File: src/rtl/t5_sysctl_if.sv
// t5_sysctl_if: per-channel bus strobe/acknowledge/clear bundle with sticky timeout flags
// Ports (signals): xstb request strobe, xack acknowledge, tclr timeout-flag clear pulse, tout sticky timeout flag.
// master drives the requests and reads tout; slave is the controller side.
interface t5_sysctl_if #(parameter int NCH = 2);
  logic [NCH-1:0] xstb, xack, tclr, tout;
  modport master(output xstb, xack, tclr, input tout);
  modport slave(input xstb, xack, tclr, output tout);
endinterface

File: src/rtl/t5_sysctl.sv
// t5_sysctl: clock pass-through, reset stretcher and multi-channel stall/enable with acknowledge watchdog
// Ports: sys_clk system clock; sys_rst async active-low reset; sys_ena global enable;
// bus per-channel xstb/xack/tclr in, tout out; sclk core clock; srst core reset (active-high);
// sena core enable.
module t5_sysctl #(
  parameter int NCH    = 2,
  parameter int RSTLEN = 4,
  parameter int TOW    = 8
) (
  input  logic        sys_clk,
  input  logic        sys_rst,
  input  logic        sys_ena,
  t5_sysctl_if.slave  bus,
  output logic        sclk,
  output logic        srst,
  output logic        sena
);
  logic [RSTLEN-1:0] rsh_q, rsh_d;
  logic [TOW-1:0]    cnt_q [NCH];
  logic [TOW-1:0]    cnt_d [NCH];
  logic [NCH-1:0]    tout_q, tout_d, wt, stall;
  assign sclk     = sys_clk;
  assign srst     = rsh_q[RSTLEN-1];
  assign wt       = bus.xstb & ~bus.xack;
  // a channel whose timeout flag is set no longer holds the core
  assign stall    = wt & ~tout_q;
  assign sena     = sys_ena & ~srst & ~|stall;
  assign bus.tout = tout_q;
  always_comb begin
    rsh_d = {rsh_q[RSTLEN-2:0], 1'b0};
    for (int i = 0; i < NCH; i++) begin
      cnt_d[i]  = (!srst && stall[i] && cnt_q[i] != '1) ? cnt_q[i] + TOW'(1) : '0;
      // expiry takes priority over a simultaneous clear
      tout_d[i] = !srst && ((stall[i] && cnt_q[i] == '1) || (tout_q[i] && !bus.tclr[i]));
    end
  end
  always_ff @(posedge sys_clk or negedge sys_rst) begin
    if (!sys_rst) begin
      rsh_q  <= '1;
      tout_q <= '0;
      cnt_q  <= '{default: '0};
    end else begin
      rsh_q  <= rsh_d;
      tout_q <= tout_d;
      cnt_q  <= cnt_d;
    end
  end
endmodule

File: src/flat_wrapper.sv
// flat-port wrapper written by rule: the top's interface ports become plain ports
module t5_sysctl_flat 
#(
  parameter int NCH    = 2,
  parameter int RSTLEN = 4,
  parameter int TOW    = 8
)
  (sys_clk, sys_rst, sys_ena, sclk, srst, sena, bus_xstb, bus_xack, bus_tclr, bus_tout);
  t5_sysctl_if #(.NCH(NCH)) bus_i ();
  input  logic sys_clk;
  input  logic sys_rst;
  input  logic sys_ena;
  output logic sclk;
  output logic srst;
  output logic sena;
  input wire logic [$bits(bus_i.xstb)-1:0] bus_xstb;
  input wire logic [$bits(bus_i.xack)-1:0] bus_xack;
  input wire logic [$bits(bus_i.tclr)-1:0] bus_tclr;
  output wire logic [$bits(bus_i.tout)-1:0] bus_tout;
  assign bus_i.xstb = bus_xstb;
  assign bus_i.xack = bus_xack;
  assign bus_i.tclr = bus_tclr;
  assign bus_tout = bus_i.tout;
  t5_sysctl #(.NCH(NCH), .RSTLEN(RSTLEN), .TOW(TOW)) u_core (.sys_clk(sys_clk), .sys_rst(sys_rst), .sys_ena(sys_ena), .bus(bus_i), .sclk(sclk), .srst(srst), .sena(sena));
endmodule
File: config.mk
export PLATFORM = sky130hd
export DESIGN_NAME = t5_sysctl_flat
export DESIGN_NICKNAME = d
export VERILOG_FILES = /design/src/rtl/t5_sysctl_if.sv /design/src/rtl/t5_sysctl.sv /design/src/flat_wrapper.sv
export SDC_FILE = /design/constraint.sdc
export NUM_CORES = 1
export LEC_CHECK = 0
export ABC_CLOCK_PERIOD_IN_PS = 2000
export BUFFER_PORTS_ARGS = -buffer_cell sky130_fd_sc_hd__buf_2
export CAP_MARGIN = 20
export CELL_PAD_IN_SITES_DETAIL_PLACEMENT = 1
export CELL_PAD_IN_SITES_GLOBAL_PLACEMENT = 1
export CORE_ASPECT_RATIO = 0.9
export CORE_MARGIN = 4
export CORE_UTILIZATION = 30
export DETAILED_ROUTE_END_ITERATION = 10
export PLACE_DENSITY = 0.52
export SYNTH_ARGS = -nofsm -noshare
export SYNTH_HDL_FRONTEND = slang
export SYNTH_SLANG_ARGS = --single-unit
File: constraint.sdc
create_clock -name sys_clk -period 2 [get_ports sys_clk]
set_input_delay 0.4 -clock sys_clk [delete_from_list [all_inputs] [get_ports sys_clk]]
set_output_delay 0.4 -clock sys_clk [all_outputs]
set_load 0.005 [all_outputs]
# Yosys cells after proc, flatten, opt, wreduce, memory -nomap -nowiden
# Cells that the tools add are included.
# word_totals
word_cells	36
reg_bits	22
in_bits	9
out_inout_bits	5
# op_classes
bitwise_logic	7
add_sub_neg	2
eq_ne	4
n_reduce_logical	17
mux	2
# ops
cell	count
8-bit by 1-bit adder with 8-bit output (second input constant)	2
8-bit == test (second input constant)	2
8-bit 2-to-1 mux	2
8-bit inequality test (second input constant)	2
1-bit logical AND	10
2-bit bitwise AND	2
1-bit logical NOT	4
2-bit NOT	2
1-bit bitwise AND	2
1-bit logical OR	2
2-bit OR reduction	1
1-bit NOT	1

# Logic depth before layout (Yosys ltp)
# Gate-level depths: netlist (run 1).
# depth
ltp_word	6
depth_mapped	4
mapped_depth_nobuf	4

==> out/metrics.yaml, run 1 <==
drt:
  routed_wl_microns: 2170
  viasPerCell: 4.83
  drtIter0Drc: 51
  dr.pass1.iters: 2
  drc: 0
  vias: 763
  routedWlPerCell_microns: 13.7
  ant_nets: 0
grt:
  grt_overflow: 0
  gr-usage-all-layers_pct: 11.5
  grt_max_degree: 23
  grt_pass1_vias: 809
  grt_pass1_wl_microns: 3890
  antenna_found_initial: 0
critical_path:
  reg2reg_slack_ns: 0.48
  cp-start-kind: "clock port"
  endpoint_kind: "output port"
  worstSetupPathType: "clock port to output port"
  worstPathArrival_ns: 1.34
  required_ns: 1.60
  worstPathMaxFanout: 2
sta:
  skew_ns: 0.00547
  setup_tns_ns: 0
  fin_hold_ws_ns: -0.00254
  drv_slew: 0
  hold_viol_final: 9
  worst_pin_slew_ns: 0.512
  setup_viol: 0
  rsz0062_at_grt: "false"
  slew_headroom_pct: 65.9
yosys:
  synth-simple-area-share_pct: 19.9
  muxShareOfSynthArea_pct: 1.08
  synthesis.nets: 106
  syn_area_sq_mm: 0.00104
  synthesis.instances: 95
  synth_compound_area_share_pct: 15.6
  yosys_register_bits: 22
  synthXorXnorAreaFrac_pct: 3.37
  synth.avg_cell_area_sq_um: 10.9
  yosys_warnings: 0
  synth_cell_type_count: 30
  synthAdderAreaFrac_pct: 2.41
  ys_seq_area_share_pct: 53.4
  synth_top_family_by_area: "simple AND/OR/NAND/NOR gates"
cells_and_area:
  regArea_sq_um: 556
  fillerInstances: 404
  final_core_utilization_pct: 37.9
  drive_above_1_share_pct: 30.7
  antenna_cells: 0
  layout.cells.non_filler: 158
  post-route-cell-area_sq_mm: 0.00127
  nets: 126
  layout_commonest_cell: "dfrtp_1"
  most-common-layout-cells: "dfrtp_1 (18), buf_2 (13)"
  multi_input_area_sq_um: 444
  syn2layout_area_growth_pct: 22.1
cts:
  clock_latency_ns: 0.36
  path_clk_slew_ns: 0.08
  post_cts_buffers: 0
  cts_resized: 0
  cts_tree: "done"
  cts_hold_buf: 0
placement:
  post-dp-hpwl_microns: 1570
  place.gp.congestion: 0.758
  place_area_sq_mm: 0.00116
  portBuffers: 13
  place_inst: 151
run:
  maxCapViolCount: 0
hold_path:
  holdCritPathClass: "input pin to async pin"
floorplanning:
  io_pins: 14
  dieHeight_microns: 63.9
  dieArea_sq_mm: 0.00447
  core_sq_mm: 0.00335
  initial_core_util_pct: 31.0
  fp-row-count: 20
  die_w_microns: 70.1
power_and_ir_drop:
  peakVddDrop_v: 0.000379
  p_leak_nw: 0.499
  powerDensity_mw_per_mm2: 852
run_status:
  outcome: "complete, but fails checks"
  violations: "hold timing"
## state kept, by name, summed over array words and instances (netlist names)
register         cells
u_core.cnt_q        16
u_core.bus.tout      2
u_core.rsh_q         4
## metrics by stage
stage | hold slack (ns) | total power (W) | setup WS [ns]
finish | -0.00254 | 0.00108 | 0.259
global route | 0.0207 | 0.00115 | 0.246
CTS | 0.00610 | 0.00112 | 0.252
detailed placement | 0.347 | 0.000526 | 0.374
global placement | 0.346 | 0.000525 | 0.400
floorplan | 0.104 | 0.000514 | 0.489
## routing by layer
layer  up-vias  share of wire [%]  wire length, microns  global-route usage (%)
met4         0                1.3                    29                    6.22
met5         -                  0                     0                       0
met1       364                 51                  1110                    15.0
li1        377                  -                     -                       -
met3         4                5.7                   123                    5.19
met2        18                 42                   902                    15.7
## logic make-up (layout without fill, tap and decap cells)
kind of cell,count (synthesis),count (layout)
multiplexers,1,1
flip-flops,22,22
XOR/XNOR,4,4
buffers and inverters,9,28
AND/OR/NAND/NOR,36,36
AO/OA/AOI/OAI,20,20
adder cells (fa/ha/maj),2,2
other,1,1
## final timing paths
kind,start,to,cells past startpoint
max,sys_clk,sclk,3
min in group sys_clk,bus_tclr[1],u_core.bus.tout[1],2
max reg2reg,u_core.rsh_q[3],u_core.cnt_q[13],3
max in group asynchronous,sys_rst,u_core.rsh_q[2],1
min reg2reg,u_core.rsh_q[1],u_core.rsh_q[2],0
min,sys_rst,u_core.cnt_q[5],1
## synth_stat cells
| library cell | n | share of area (%) |
|---|---|---|
| or3_1 | 4 | 2.4 |
| mux2_2 | 1 | 1.1 |
| o32ai_1 | 1 | 0.84 |
| o21bai_4 | 2 | 3.6 |
| nand2b_1 | 3 | 1.8 |
| a21oi_1 | 6 | 2.9 |
| nor2_1 | 6 | 2.2 |
| nand4_1 | 4 | 2.4 |
| dfstp_2 | 4 | 10 |
| a31oi_1 | 1 | 0.60 |
| nand3_1 | 5 | 2.4 |
| inv_1 | 6 | 2.2 |
| buf_4 | 1 | 0.72 |
| buf_2 | 2 | 0.96 |
| o32ai_2 | 1 | 1.6 |
| ha_1 | 2 | 2.4 |
| dfrtp_1 | 18 | 43 |
| a21oi_2 | 1 | 0.84 |
| xnor2_1 | 4 | 3.4 |
| nor3_1 | 2 | 0.96 |
| o211ai_1 | 2 | 1.4 |
| nor2_2 | 2 | 1.2 |
| nor4b_1 | 1 | 0.84 |
| nand4b_1 | 1 | 0.84 |
| or4b_1 | 2 | 1.9 |
| conb_1 | 1 | 0.36 |
| nand2_1 | 4 | 1.4 |
| o21ba_2 | 2 | 1.9 |
| nor3b_1 | 2 | 1.4 |
| o21ai_0 | 4 | 1.9 |
## power by group
part	total, W	leakage [nW]	internal [W]	switching, W
clock	0.000587	0.0612	0.000408	0.000179
sequential	0.000459	0.293	0.000454	0.00000515
combinational	0.0000356	0.145	0.0000153	0.0000204
total	0.00108	0.499	0.000877	0.000205
## final cells by class
type / instances / share of cell area [%]
Multi-Input combinational cell: 64 / 35.0
Sequential cell: 22 / 43.7
Clock inverter: 1 / 2.36
Tap cell: 44 / 4.33
Inverter: 6 / 1.77
Timing Repair Buffer: 14 / 5.91
Clock buffer: 7 / 6.90
## critical path, cell delays in order
cell,delay (ns)
clkbuf_8,0.11
clkbuf_8,0.12
buf_2,0.11
(Power assumes the default switching activity.)
==> run 2: changes to the inputs <==
--- a/config.mk
+++ b/config.mk
@@ -14,6 +14,7 @@
 export CORE_MARGIN = 4
 export CORE_UTILIZATION = 30
 export DETAILED_ROUTE_END_ITERATION = 10
+export MAX_ROUTING_LAYER = met4
 export PLACE_DENSITY = 0.52
 export SYNTH_ARGS = -nofsm -noshare
 export SYNTH_HDL_FRONTEND = slang
==> out/metrics.yaml, run 2 (same netlist as run 1, synthesis figures left out) <==
drt:
  routed_wl_microns: 2170  # about the same
  ant_nets: 0  # unchanged
  routedWlPerCell_microns: 13.7  # about the same
  viasPerCell: 4.82  # -0.13%
  vias: 762  # -0.13%
  dr.pass1.iters: 2  # unchanged
  drc: 0  # unchanged
  drtIter0Drc: 51  # unchanged
cells_and_area:
  regArea_sq_um: 556  # unchanged
  most-common-layout-cells: "dfrtp_1 (18), buf_2 (13)"
  top_register: "u_core.cnt_q"
  drive_above_1_share_pct: 30.7  # unchanged
  largest_reg_flops: 16  # unchanged
  fillerInstances: 404  # unchanged
  antenna_cells: 0  # unchanged
  syn2layout_area_growth_pct: 22.1  # unchanged
  final_core_utilization_pct: 37.9  # unchanged
  multi_input_area_sq_um: 444  # unchanged
  nets: 126  # unchanged
  layout_commonest_cell: "dfrtp_1"
power_and_ir_drop:
  clockPowerShare_pct: 54.3  # about the same
  p_leak_nw: 0.499  # unchanged
  powerDensity_mw_per_mm2: 852  # unchanged
  power.total_w: 0.00108  # unchanged
  p_comb_share_pct: 3.3  # about the same
  peakVddDrop_v: 0.000379  # unchanged
  seq_power_share_pct: 42.4  # about the same
  p_sw_w: 0.000205  # about the same
  p_int_w: 0.000877  # unchanged
  swShare_pct: 18.9  # about the same
grt:
  gr-usage-met3_pct: 5.19  # unchanged
  met1_usage_pct: 15.2  # +0.20 points
  antenna_found_initial: 0  # unchanged
  busiest_layer: "met2"
  grt_pass1_vias: 807  # -0.25%
  grt_overflow: 0  # unchanged
  met2_usage_pct: 15.6  # -0.12 points
  gr-usage-all-layers_pct: 11.9  # +0.35 points
  grt_max_degree: 23  # unchanged
  grt_pass1_wl_microns: 3910  # +0.54%
critical_path:
  crit_chain: "clkbuf_8 -> clkbuf_8 -> buf_2"
  cp-start-kind: "clock port"
  worstSetupPathType: "clock port to output port"
  worstPathArrival_ns: 1.34  # about the same
  required_ns: 1.60  # about the same
  worst_path_max_delay_cell: "clkbuf_8"
  endpoint_kind: "output port"
  crit_path_frequent_cell: "clkbuf_8"
  slowest_delay_ns: 0.12  # about the same
  cpLargestDelayFamily: "buffers and inverters"
  worstPathMaxFanout: 2  # unchanged
  cp_num_buf_inv: 3  # unchanged
sta:
  rsz0062_at_grt: "false"
  drv_slew: 0  # unchanged
  setup_tns_ns: 0  # unchanged
  fin_hold_ws_ns: -0.00252  # +0.0000158 ns
  setup_viol: 0  # unchanged
  worst_pin_slew_ns: 0.512  # +0.0000368 ns
  slew_headroom_pct: 65.9  # about the same
  hold_viol_final: 9  # unchanged
  skew_ns: 0.00547  # unchanged
cts:
  cts_hold_buf: 0  # unchanged
  cts_tree: "done"
  cts_resized: 0  # unchanged
  clock_latency_ns: 0.36  # about the same
  post_cts_buffers: 0  # unchanged
  path_clk_slew_ns: 0.08  # about the same
placement:
  post-dp-hpwl_microns: 1570  # unchanged
  portBuffers: 13  # unchanged
  place.gp.congestion: 0.768  # +1.3%
run_status:
  violations: "hold timing"
  outcome: "complete, but fails checks"
run:
  maxCapViolCount: 0  # unchanged
floorplanning:
  dieHeight_microns: 63.9  # unchanged
  initial_core_util_pct: 31.0  # unchanged
  dieArea_sq_mm: 0.00447  # unchanged
  die_w_microns: 70.1  # unchanged
  fp-row-count: 20  # unchanged
  core_sq_mm: 0.00335  # unchanged
  io_pins: 14  # unchanged
hold_path:
  holdCritPathClass: "input pin to async pin"
## run 2: power groups by stage
stage,Clock [W],Combinational (W),Sequential (W)
3_3_place_gp,0.0000217,0.0000364,0.000467
5_1_grt,0.000646,0.0000411,0.000460
4_1_cts,0.000618,0.0000375,0.000459
2_1_floorplan,0.0000324,0.0000157,0.000466
3_5_place_dp,0.0000217,0.0000371,0.000468
6_report,0.000587,0.0000356,0.000459
## run 2: worst paths after layout
path | from | slack (ns) | to | cells after the start
hold reg to reg | u_core.rsh_q[1] | 0.36 | u_core.rsh_q[2] | 0
hold / removal | sys_rst | -0.003 | u_core.cnt_q[5] | 1
setup reg to reg | u_core.rsh_q[3] | 0.48 | u_core.cnt_q[13] | 3
max in group asynchronous | sys_rst | 1.64 | u_core.rsh_q[2] | 1
setup / recovery | sys_clk | 0.26 | sclk | 3
min in group sys_clk | bus_tclr[1] | 0.21 | u_core.bus.tout[1] | 2
## run 2: worst reg2reg max path: cells and delay by family (launching register included)
kind | cells | cell delay [ns]
simple gates | 1 | 0.69
flops | 1 | 0.40
compound gates | 2 | 0.36
## run 2: cell type report
| class | count | share of cell area (%) |
|---|---|---|
| flip-flops and latches | 22 | 43.7 |
| multi-input cells | 64 | 35.0 |
| well taps | 44 | 4.33 |
| repair buffers | 14 | 5.91 |
| clock inverters | 1 | 2.36 |
| inverters | 6 | 1.77 |
| clock buffers | 7 | 6.90 |
## run 2: through the flow
stage | cells | worst slack (ns) | instance area, sq um
2_1_floorplan | 95 | 0.489 | 1040
3_3_place_gp | 151 | 0.400 | 1160
3_5_place_dp | 151 | 0.374 | 1160
4_1_cts | 158 | 0.252 | 1270
5_1_grt | 158 | 0.246 | 1270
6_report | 158 | 0.259 | 1270
## run 2: metal layers
| layer | routed length, microns | up-vias |
|---|---|---|
| met4 | 29 | 0 |
| met3 | 123 | 4 |
| met1 | 1120 | 363 |
| li1 | - | 377 |
| met2 | 899 | 18 |
| met5 | 0 | - |
==> run 3: changes to the inputs <==
--- a/config.mk
+++ b/config.mk
@@ -5,7 +5,7 @@
 export SDC_FILE = /design/constraint.sdc
 export NUM_CORES = 1
 export LEC_CHECK = 0
-export ABC_CLOCK_PERIOD_IN_PS = 2000
+export ABC_CLOCK_PERIOD_IN_PS = 1800
 export BUFFER_PORTS_ARGS = -buffer_cell sky130_fd_sc_hd__buf_2
 export CAP_MARGIN = 20
 export CELL_PAD_IN_SITES_DETAIL_PLACEMENT = 1
==> constraint.sdc (replaced) <==
create_clock -name sys_clk -period 1.8 [get_ports sys_clk]
set_input_delay 0.36 -clock sys_clk [delete_from_list [all_inputs] [get_ports sys_clk]]
set_output_delay 0.36 -clock sys_clk [all_outputs]
set_load 0.005 [all_outputs]
==> out/metrics.yaml, run 3 (same netlist as run 1, synthesis figures left out) <==
run_status:
  outcome: "completed"
cts:
  cts_hold_buf: 1  # +1
  path_clk_slew_ns: 0.08  # about the same
  cts_resized: 0  # unchanged
  cts_tree: "done"
  post_cts_buffers: 0  # unchanged
  clock_latency_ns: 0.38  # +0.02 ns
drt:
  drtIter0Drc: 43  # -16%
  routed_wl_microns: 2250  # +3.5%
  dr.pass1.iters: 4  # +2
  viasPerCell: 4.91  # +1.7%
  drc: 0  # unchanged
  routedWlPerCell_microns: 14.1  # +2.8%
  vias: 780  # +2.4%
  ant_nets: 0  # unchanged
critical_path:
  required_ns: 1.44  # -0.16 ns
  r2r-start: "u_core.rsh_q[3]"
  crit_path_frequent_cell: "clkbuf_8"
  endpoint_kind: "output port"
  worstSetupPathType: "clock port to output port"
  worstPathArrival_ns: 1.24  # -0.10 ns
  reg2reg_slack_ns: 0.28  # -0.20 ns
  worst_path_max_delay_cell: "clkbuf_8"
  worstPathMaxFanout: 2  # unchanged
  cp-endpoint: "sclk"
  crit_chain: "clkbuf_8 -> clkbuf_8 -> buf_2"
  cp-start-kind: "clock port"
  worstReg2RegEnd: "u_core.cnt_q[13]"
  reg2reg_depth: 3  # unchanged
  slowest_delay_ns: 0.12  # about the same
  critPathLaunch: "sys_clk"
cells_and_area:
  fillerInstances: 389  # -3.7%
  nets: 127  # +0.79%
  antenna_cells: 0  # unchanged
  post-route-cell-area_sq_mm: 0.00126  # -0.49%
  drive_above_1_share_pct: 30.4  # -0.27 points
  top_register: "u_core.cnt_q"
  syn2layout_area_growth_pct: 21.5
  layout_commonest_cell: "dfrtp_1"
  most-common-layout-cells: "dfrtp_1 (18), buf_2 (13), clkbuf_8 (7)"
  largest_reg_flops: 16  # unchanged
power_and_ir_drop:
  p_sw_w: 0.000238  # +16%
  swShare_pct: 21.4  # +2.5 points
  p_int_w: 0.000874  # -0.29%
  p_leak_nw: 0.496  # -0.55%
  clockPowerShare_pct: 50.4  # -3.9 points
  powerDensity_mw_per_mm2: 880  # +3.4%
  peakVddDrop_v: 0.000311  # -18%
  p_comb_share_pct: 3.7  # +0.4 points
  seq_power_share_pct: 45.8  # +3.4 points
placement:
  pre_cts_ws_ns: 0.218  # -0.156 ns
  post-dp-hpwl_microns: 1610  # +2.4%
  place_area_sq_mm: 0.00116  # unchanged
  portBuffers: 13  # unchanged
  place.gp.congestion: 0.756  # -1.5%
sta:
  fmax_mhz: 627
  rsz0062_at_grt: "false"
  setup_viol: 0  # unchanged
  hold_viol_final: 0  # -9
  fin_crit_ns: 1.60
  setup_tns_ns: 0  # unchanged
  fin_ws_ns: 0.202  # -0.0573 ns
  timing.final.crit_share_pct: 88.8
  drv_slew: 0  # unchanged
  skew_ns: 0.00210  # -0.00336 ns
floorplanning:
  io_pins: 14  # unchanged
  die_w_microns: 70.1  # unchanged
  dieHeight_microns: 63.9  # unchanged
  dieArea_sq_mm: 0.00447  # unchanged
  fp-row-count: 20  # unchanged
  initial_core_util_pct: 31.0  # unchanged
  core_sq_mm: 0.00335  # unchanged
run:
  maxCapViolCount: 0  # unchanged
hold_path:
  hold_start: "bus_tclr[1]"
  holdCritPathClass: "input pin to flip-flop"
grt:
  grt_pass1_wl_microns: 4080  # +4.4%
  grt_max_degree: 23  # unchanged
  gr-usage-all-layers_pct: 12.6  # +0.70 points
  antenna_found_initial: 0  # unchanged
  grt_overflow: 0  # unchanged
  grt_pass1_vias: 866  # +7.3%
[run 3: cell count changes in the layout (fill, tap and decap cells not counted)]
cell / before / now
dlygate4sd3_1: 0 / 1
bufinv_16: 1 / 0
clkbuf_8: 6 / 7
[run 3: worst min-delay path by stage]
stage,endpoint,slack (ns),cells past startpoint
finish,u_core.bus.tout[1],0.16,2
global route,u_core.bus.tout[1],0.14,2
CTS,u_core.bus.tout[1],0.14,2
detailed placement,u_core.rsh_q[3],0.35,0
global placement,u_core.rsh_q[3],0.35,0
floorplan,u_core.bus.tout[0],0.06,0
[run 3: layout make-up]
cell class / instances / area [sq um] / area share, %
sequential: 22 / 556 / 44.0
inverter: 6 / 22.5 / 1.78
clock buffer: 8 / 101 / 8.02
timing repair buffer: 15 / 85.1 / 6.73
tap: 44 / 55.1 / 4.36
multi-input combinational: 64 / 444 / 35.1
[run 3: worst max-delay path: cells and delay by family]
family | cells | cell delay (ns)
buffers and inverters | 3 | 0.34
[run 3: power by group through the flow]
stage	clock (W)	combinational (W)	sequential [W]
final	0.000561	0.0000414	0.000510
after global routing	0.000626	0.0000484	0.000511
after CTS	0.000588	0.0000434	0.000510
after detailed placement	0.0000241	0.0000414	0.000519
after global placement	0.0000241	0.0000406	0.000519
after floorplan	0.0000360	0.0000174	0.000518
[run 3: through the flow]
stage / power [W] / utilization, % / cells / hold WS (ns)
2_1_floorplan: 0.000572 / - / 95 / 0.0644
3_3_place_gp: 0.000584 / 34.5 / 151 / 0.345
3_5_place_dp: 0.000585 / 34.5 / 151 / 0.347
4_1_cts: 0.00114 / 37.7 / 159 / 0.144
5_1_grt: 0.00119 / 37.7 / 159 / 0.135
6_report: 0.00111 / 37.7 / 159 / 0.157
[run 3: metal layers]
metal	vias up	global-route usage (%)	part of all wire [%]
met4	0	10.5	3.2
li1	374	-	-
met5	-	-	0
met2	19	16.6	42
met3	10	4.25	5.5
met1	377	15.2	49
